$ cat src/rtl/riskow_bus_pkg.sv
// Shared types and constants for the Riskow CPU to Wishbone bridge.
package riskow_bus_pkg;

  typedef enum logic [1:0] {
    IDLE = 2'd0,
    REQ  = 2'd1,
    RESP = 2'd2
  } bridge_state_t;

  localparam logic [31:0] DEFAULT_ERR_DATA = 32'hDEAD_BEEF;

  // Number of byte lanes for a given data width.
  function automatic int unsigned sel_width(input int unsigned data_width);
    return data_width / 8;
  endfunction

endpackage

$ cat src/rtl/bus_timeout_counter.sv
// Load/clear/enable down-counter; expired is registered and high once the count reaches zero.
module bus_timeout_counter #(
  parameter int unsigned WIDTH = 10
) (
  input  logic             clk,
  input  logic             rst_n,
  input  logic             clear,
  input  logic             load,
  input  logic             enable,
  input  logic [WIDTH-1:0] load_value,
  output logic             expired
);

  logic [WIDTH-1:0] count_q;

  // Clear beats load beats enable; the count saturates at zero.
  always_ff @(posedge clk or negedge rst_n) begin
    if (!rst_n) begin
      count_q <= '0;
      expired <= 1'b0;
    end else if (clear) begin
      count_q <= '0;
      expired <= 1'b0;
    end else if (load) begin
      count_q <= load_value;
      expired <= (load_value == '0);
    end else if (enable && (count_q != '0)) begin
      count_q <= count_q - WIDTH'(1);
      expired <= (count_q == WIDTH'(1));
    end
  end

endmodule

$ cat src/rtl/riskow_wb_bridge.sv
// Riskow CPU valid/ready port to Wishbone classic bridge with timeout, sticky error and txn counter.
module riskow_wb_bridge
  import riskow_bus_pkg::*;
#(
  parameter int unsigned ADDR_WIDTH     = 32,
  parameter int unsigned DATA_WIDTH     = 32,
  parameter int unsigned TIMEOUT_CYCLES = 1024,
  parameter logic [DATA_WIDTH-1:0] ERR_DATA = DATA_WIDTH'(DEFAULT_ERR_DATA)
) (
  input  logic                             sys_clk,
  input  logic                             rst_n,
  input  logic                             cpu_valid_i,
  input  logic                             cpu_we_i,
  input  logic [ADDR_WIDTH-1:0]            cpu_addr_i,
  input  logic [DATA_WIDTH-1:0]            cpu_wdata_i,
  output logic [DATA_WIDTH-1:0]            cpu_rdata_o,
  output logic                             cpu_ready_o,
  output logic                             wb_cyc_o,
  output logic                             wb_stb_o,
  output logic                             wb_we_o,
  output logic [ADDR_WIDTH-1:0]            wb_addr_o,
  output logic [DATA_WIDTH-1:0]            wb_data_o,
  output logic [sel_width(DATA_WIDTH)-1:0] wb_sel_o,
  input  logic [DATA_WIDTH-1:0]            wb_data_i,
  input  logic                             wb_ack_i,
  output logic                             bus_err_o,
  output logic [31:0]                      txn_count_o
);

  localparam int unsigned SEL_W   = sel_width(DATA_WIDTH);
  localparam int unsigned TO_W    = (TIMEOUT_CYCLES > 1) ? $clog2(TIMEOUT_CYCLES) : 1;
  localparam int unsigned TO_LOAD = (TIMEOUT_CYCLES == 0) ? 0 : TIMEOUT_CYCLES - 1;
  localparam bit          TO_EN   = (TIMEOUT_CYCLES != 0);

  bridge_state_t          state_q, state_d;
  logic                   cyc_d, we_d, ready_d, err_d;
  logic [ADDR_WIDTH-1:0]  addr_d;
  logic [DATA_WIDTH-1:0]  wdata_d, rdata_d;
  logic [SEL_W-1:0]       sel_d;
  logic [31:0]            txn_d;
  logic                   tmr_clear, tmr_load, tmr_enable, tmr_expired, timeout_hit;

  // Cycle and strobe are one register, so they can never disagree.
  assign wb_stb_o    = wb_cyc_o;
  assign timeout_hit = TO_EN && tmr_expired;

  bus_timeout_counter #(
    .WIDTH(TO_W)
  ) u_timeout (
    .clk       (sys_clk),
    .rst_n     (rst_n),
    .clear     (tmr_clear),
    .load      (tmr_load),
    .enable    (tmr_enable),
    .load_value(TO_W'(TO_LOAD)),
    .expired   (tmr_expired)
  );

  // State and all output registers.
  always_ff @(posedge sys_clk or negedge rst_n) begin
    if (!rst_n) begin
      state_q     <= IDLE;
      wb_cyc_o    <= 1'b0;
      wb_we_o     <= 1'b0;
      wb_addr_o   <= '0;
      wb_data_o   <= '0;
      wb_sel_o    <= '0;
      cpu_rdata_o <= '0;
      cpu_ready_o <= 1'b0;
      bus_err_o   <= 1'b0;
      txn_count_o <= '0;
    end else begin
      state_q     <= state_d;
      wb_cyc_o    <= cyc_d;
      wb_we_o     <= we_d;
      wb_addr_o   <= addr_d;
      wb_data_o   <= wdata_d;
      wb_sel_o    <= sel_d;
      cpu_rdata_o <= rdata_d;
      cpu_ready_o <= ready_d;
      bus_err_o   <= err_d;
      txn_count_o <= txn_d;
    end
  end

  // Next-state and next-output logic; ack outside REQ is deliberately ignored.
  always_comb begin
    state_d    = state_q;
    cyc_d      = wb_cyc_o;
    we_d       = wb_we_o;
    addr_d     = wb_addr_o;
    wdata_d    = wb_data_o;
    sel_d      = wb_sel_o;
    rdata_d    = cpu_rdata_o;
    ready_d    = 1'b0;
    err_d      = bus_err_o;
    txn_d      = txn_count_o;
    tmr_clear  = 1'b0;
    tmr_load   = 1'b0;
    tmr_enable = 1'b0;
    unique case (state_q)
      IDLE: begin
        if (cpu_valid_i) begin
          addr_d   = cpu_addr_i;
          wdata_d  = cpu_wdata_i;
          we_d     = cpu_we_i;
          cyc_d    = 1'b1;
          sel_d    = '1;
          tmr_load = 1'b1;
          state_d  = REQ;
        end
      end
      REQ: begin
        tmr_enable = 1'b1;
        if (wb_ack_i) begin
          cyc_d   = 1'b0;
          sel_d   = '0;
          ready_d = 1'b1;
          if (!wb_we_o) rdata_d = wb_data_i;
          state_d = RESP;
        end else if (timeout_hit) begin
          cyc_d   = 1'b0;
          sel_d   = '0;
          ready_d = 1'b1;
          rdata_d = ERR_DATA;
          err_d   = 1'b1;
          state_d = RESP;
        end
      end
      RESP: begin
        txn_d     = txn_count_o + 32'd1;
        tmr_clear = 1'b1;
        state_d   = IDLE;
      end
      default: state_d = IDLE;
    endcase
  end

endmodule

$ cat config.mk
export PLATFORM = sky130hd
export DESIGN_NAME = riskow_wb_bridge
export DESIGN_NICKNAME = d
export VERILOG_FILES = /design/src/rtl/riskow_bus_pkg.sv /design/src/rtl/bus_timeout_counter.sv /design/src/rtl/riskow_wb_bridge.sv
export SDC_FILE = /design/constraint.sdc
export NUM_CORES = 1
export LEC_CHECK = 0
export ABC_AREA = 0
export CORE_UTILIZATION = 47
export CTS_CLUSTER_SIZE = 10
export DETAILED_ROUTE_END_ITERATION = 6
export PLACE_DENSITY = 0.85
export SYNTH_ARGS = -nofsm -noshare
export SYNTH_HDL_FRONTEND = slang
export SYNTH_SLANG_ARGS = --single-unit
$ cat constraint.sdc
create_clock -name sys_clk -period 3.4 [get_ports sys_clk]
set_input_delay 0.34 -clock sys_clk [delete_from_list [all_inputs] [get_ports sys_clk]]
set_output_delay 0.34 -clock sys_clk [all_outputs]
set_load 0.02 [all_outputs]
==> impl_results.md <==
* Port bufs at 237
* PnR worst setup slack at 1210 ps
* Syn. warnings at 0
* Fill count at 878
* Power Dens Cells at 696 nW/um^2
* Antenna diodes at 0
* Via/cell ratio at 5.17
* Status: finished, final reports clean
* Gr usage total at 23.9%
* Post-synthesis adder-cell area fraction at 0.616%
* Maximum vdd ir drop at 470 uV
* Post-synth top cells: dfrtp_1, mux2_2, nor3_1
* Syn nets at 607
* Synthesized area per cell at 12.1 sq um
* Flop2flop setup slack at 1210 ps
* Total grt overflow at 0
* Largest cells by area after synthesis: dfrtp_1, mux2_2, mux2_1
* Layout cell share with drive strength beyond 1 at 11.8%
* Worst slew margin at 38.8%
* Period Utilization, post-route at 64.5%
* Fraction of registers with async set/reset at 100%
* Synth Instances at 503
* Worst slack at placement at 782 ps
* Core Rows at 41
* Register Area at 3630 sq um
* H-tree depth at 4
* CTS tree: built
* CP Capture Type: flip-flop
* Max incr delay on CP at 490 ps
* Critical Path RT at 3690 ps
* Netlist Area Pre-Place at 6090 sq um
* Synth Area in Compound Gates at 6.16%
* Chip width at 116 microns
* Post-synth EDFFs at 0
* Initial antenna violation count at 0
* Slew Viols, Final at 0
* First-pass GRT wire length at 24100 microns
* Nets at 835
* Vias in the first global route at 4866
* Most frequent cell after synthesis: dfrtp_1
* Final TNS setup at 0 ps
* Mux share of post-synthesis cell area at 12.5%
* Starting density of the core at 48.3%
* Clk root buf: clkbuf_16
* Multi-input gate area at 2190 sq um
* CP Launch Type: flip-flop
* Worst-Skew Late Latency at 420 ps
* Die height at 116 microns
* TritonCTS buffer count at 17
* Final clock skew at 5.42 ps
* Post-synth top flop: dfrtp_1
* CP max stage cell: or3b_1
* Period minus WS final at 2190 ps
* Starting DRT DRC Count at 202
* Total die area at 13400 sq um
* Routability Congestion at 0.792
* Count of different cell masters after synthesis at 50
* Final Power at 6.39 mW
* Seq/Total Area, Yosys at 59.6%
* Dpl hpwl at 11100 microns
* Final Hold Vio Count at 0
* Fmax achieved at 0.456 GHz
* WL/cell at 17.0 microns
* Post-Synth Simple-Gate Area at 12.0%
* Worst-Margin Slew at 917 ps
* Final setup viols at 0
* Clk sinks at 145
* Crit-path max FO at 8
* Worst path cell trace: inv_1 -> ha_1 -> or3b_1 -> o31ai_4 -> nor2_2 -> a2111o_1
* TritonRoute pass-1 iters at 4
* Largest family of logic cells by synthesized area: multiplexers
* Hold_buf cts at 0
* Post-synthesis register bit count at 145
* Clock slew at reported path FFs at 60 ps
* Post-route DRC at 0
* Routed vias at 4734
* Area delta synth->final at 50.6%
* CP arrival at 2490 ps
* Largest net degree at the start of global routing at 101
* MaxCap Viol Count at 0
* Clock tree buffer depth at 2
* Post-CTS Setup Inserts at 0
* Antenna viol nets, final at 0
* RSZ-0062 raised after global routing: false
* Synth Area in XOR/XNOR at 4.60%
* Hold Path Class: input pin to asynchronous set/reset pin
* Total wire length at 15600 microns
* I/O pins at 238
* Post-CTS Resized at 0
* Lkg Pwr at 3.94 nW
* CP Class: flip-flop to flip-flop
* Synth top area share at 59.6%
* Core box area at 12600 sq um
* Post-synth top area cell: dfrtp_1
==> worst max-delay path, delay by kind of cell, from the launching register on <==
kind | cells | cell delay (ps)
buffers and inverters | 1 | 80
adders and majority gates | 1 | 170
AOI/OAI and AO/OA | 2 | 830
and+or+nand+nor | 2 | 560
DFF | 1 | 430
==> cell type report <==
class                      instances  share of cell area, %
sequential                       145                   39.6
timing repair buffer             240                   26.4
multi-input combinational        294                   23.9
clock buffer                      22                   5.28
tap                              172                   2.35
inverter                          33                   1.35
clock inverter                    10                   1.17
==> power breakdown <==
part,switching [mW],internal [mW]
clock,0.688,1.15
combinational,1.03,1.07
sequential,0.307,2.14
==> sequential cells by signal (all words and copies together) (netlist names) <==
register	count
cpu_rdata_o	32
txn_count_o	32
wb_addr_o	32
wb_data_o	32
u_timeout.count_q	10
state_q	2
bus_err_o	1
cpu_ready_o	1
u_timeout.expired	1
wb_sel_o	1
wb_we_o	1
==> cells in the final DEF, fill, tap and decap left out, types with 5 or more instances in the layout <==
cell type,netlist,layout
xor2_1,18,18
nand2_1,28,28
clkinv_2,0,5
nand4_1,9,9
dfrtp_1,145,145
nor2_1,17,17
clkdlybuf4s50_1,0,236
nor3_1,35,35
nand3_1,8,8
a211o_1,6,5
o21ai_1,9,9
inv_1,32,32
clkbuf_16,0,17
mux2_1,26,26
a21oi_1,26,26
and4_1,5,5
xnor2_1,14,14
mux2_2,40,40
==> path summary, 6_finish.rpt <==
path                                      start                    to  cells past startpoint
max                        u_timeout.count_q[0]  u_timeout.count_q[5]                      6
min                                       rst_n       cpu_rdata_o[16]                      1
min in group sys_clk            txn_count_o[31]       txn_count_o[31]                      1
max in group asynchronous                 rst_n        cpu_rdata_o[0]                      2
max reg2reg                u_timeout.count_q[0]  u_timeout.count_q[5]                      6
min reg2reg                     txn_count_o[31]       txn_count_o[31]                      1
==> layer usage <==
layer / vias up / part of all wire (%) / track usage, %
met4: 0 / 2.7 / 10.9
met5: - / 0 / 0
met3: 34 / 9.5 / 9.52
met2: 209 / 49 / 39.1
met1: 2299 / 39 / 27.6
li1: 2192 / - / -
==> kinds of logic after synthesis <==
| logic type | Yosys count |
|---|---|
| flip-flops | 145 |
| AND/OR/NAND/NOR | 133 |
| multiplexers | 68 |
| buffers and inverters | 64 |
| AO/OA/AOI/OAI | 58 |
| XOR/XNOR | 32 |
| adder cells (fa/ha/maj) | 3 |
==> metrics by stage <==
| step | util, % | cells | area [sq um] | hold slack, ps |
|---|---|---|---|---|
| floorplan | - | 503 | 6090 | 44.4 |
| global placement | 68.0 | 884 | 8580 | 462 |
| detailed placement | 68.0 | 884 | 8580 | 466 |
| CTS | 72.7 | 916 | 9170 | 65.4 |
| global route | 72.7 | 916 | 9170 | 98.6 |
| finish | 72.7 | 916 | 9170 | 22.6 |
(Power assumes the default switching activity.)
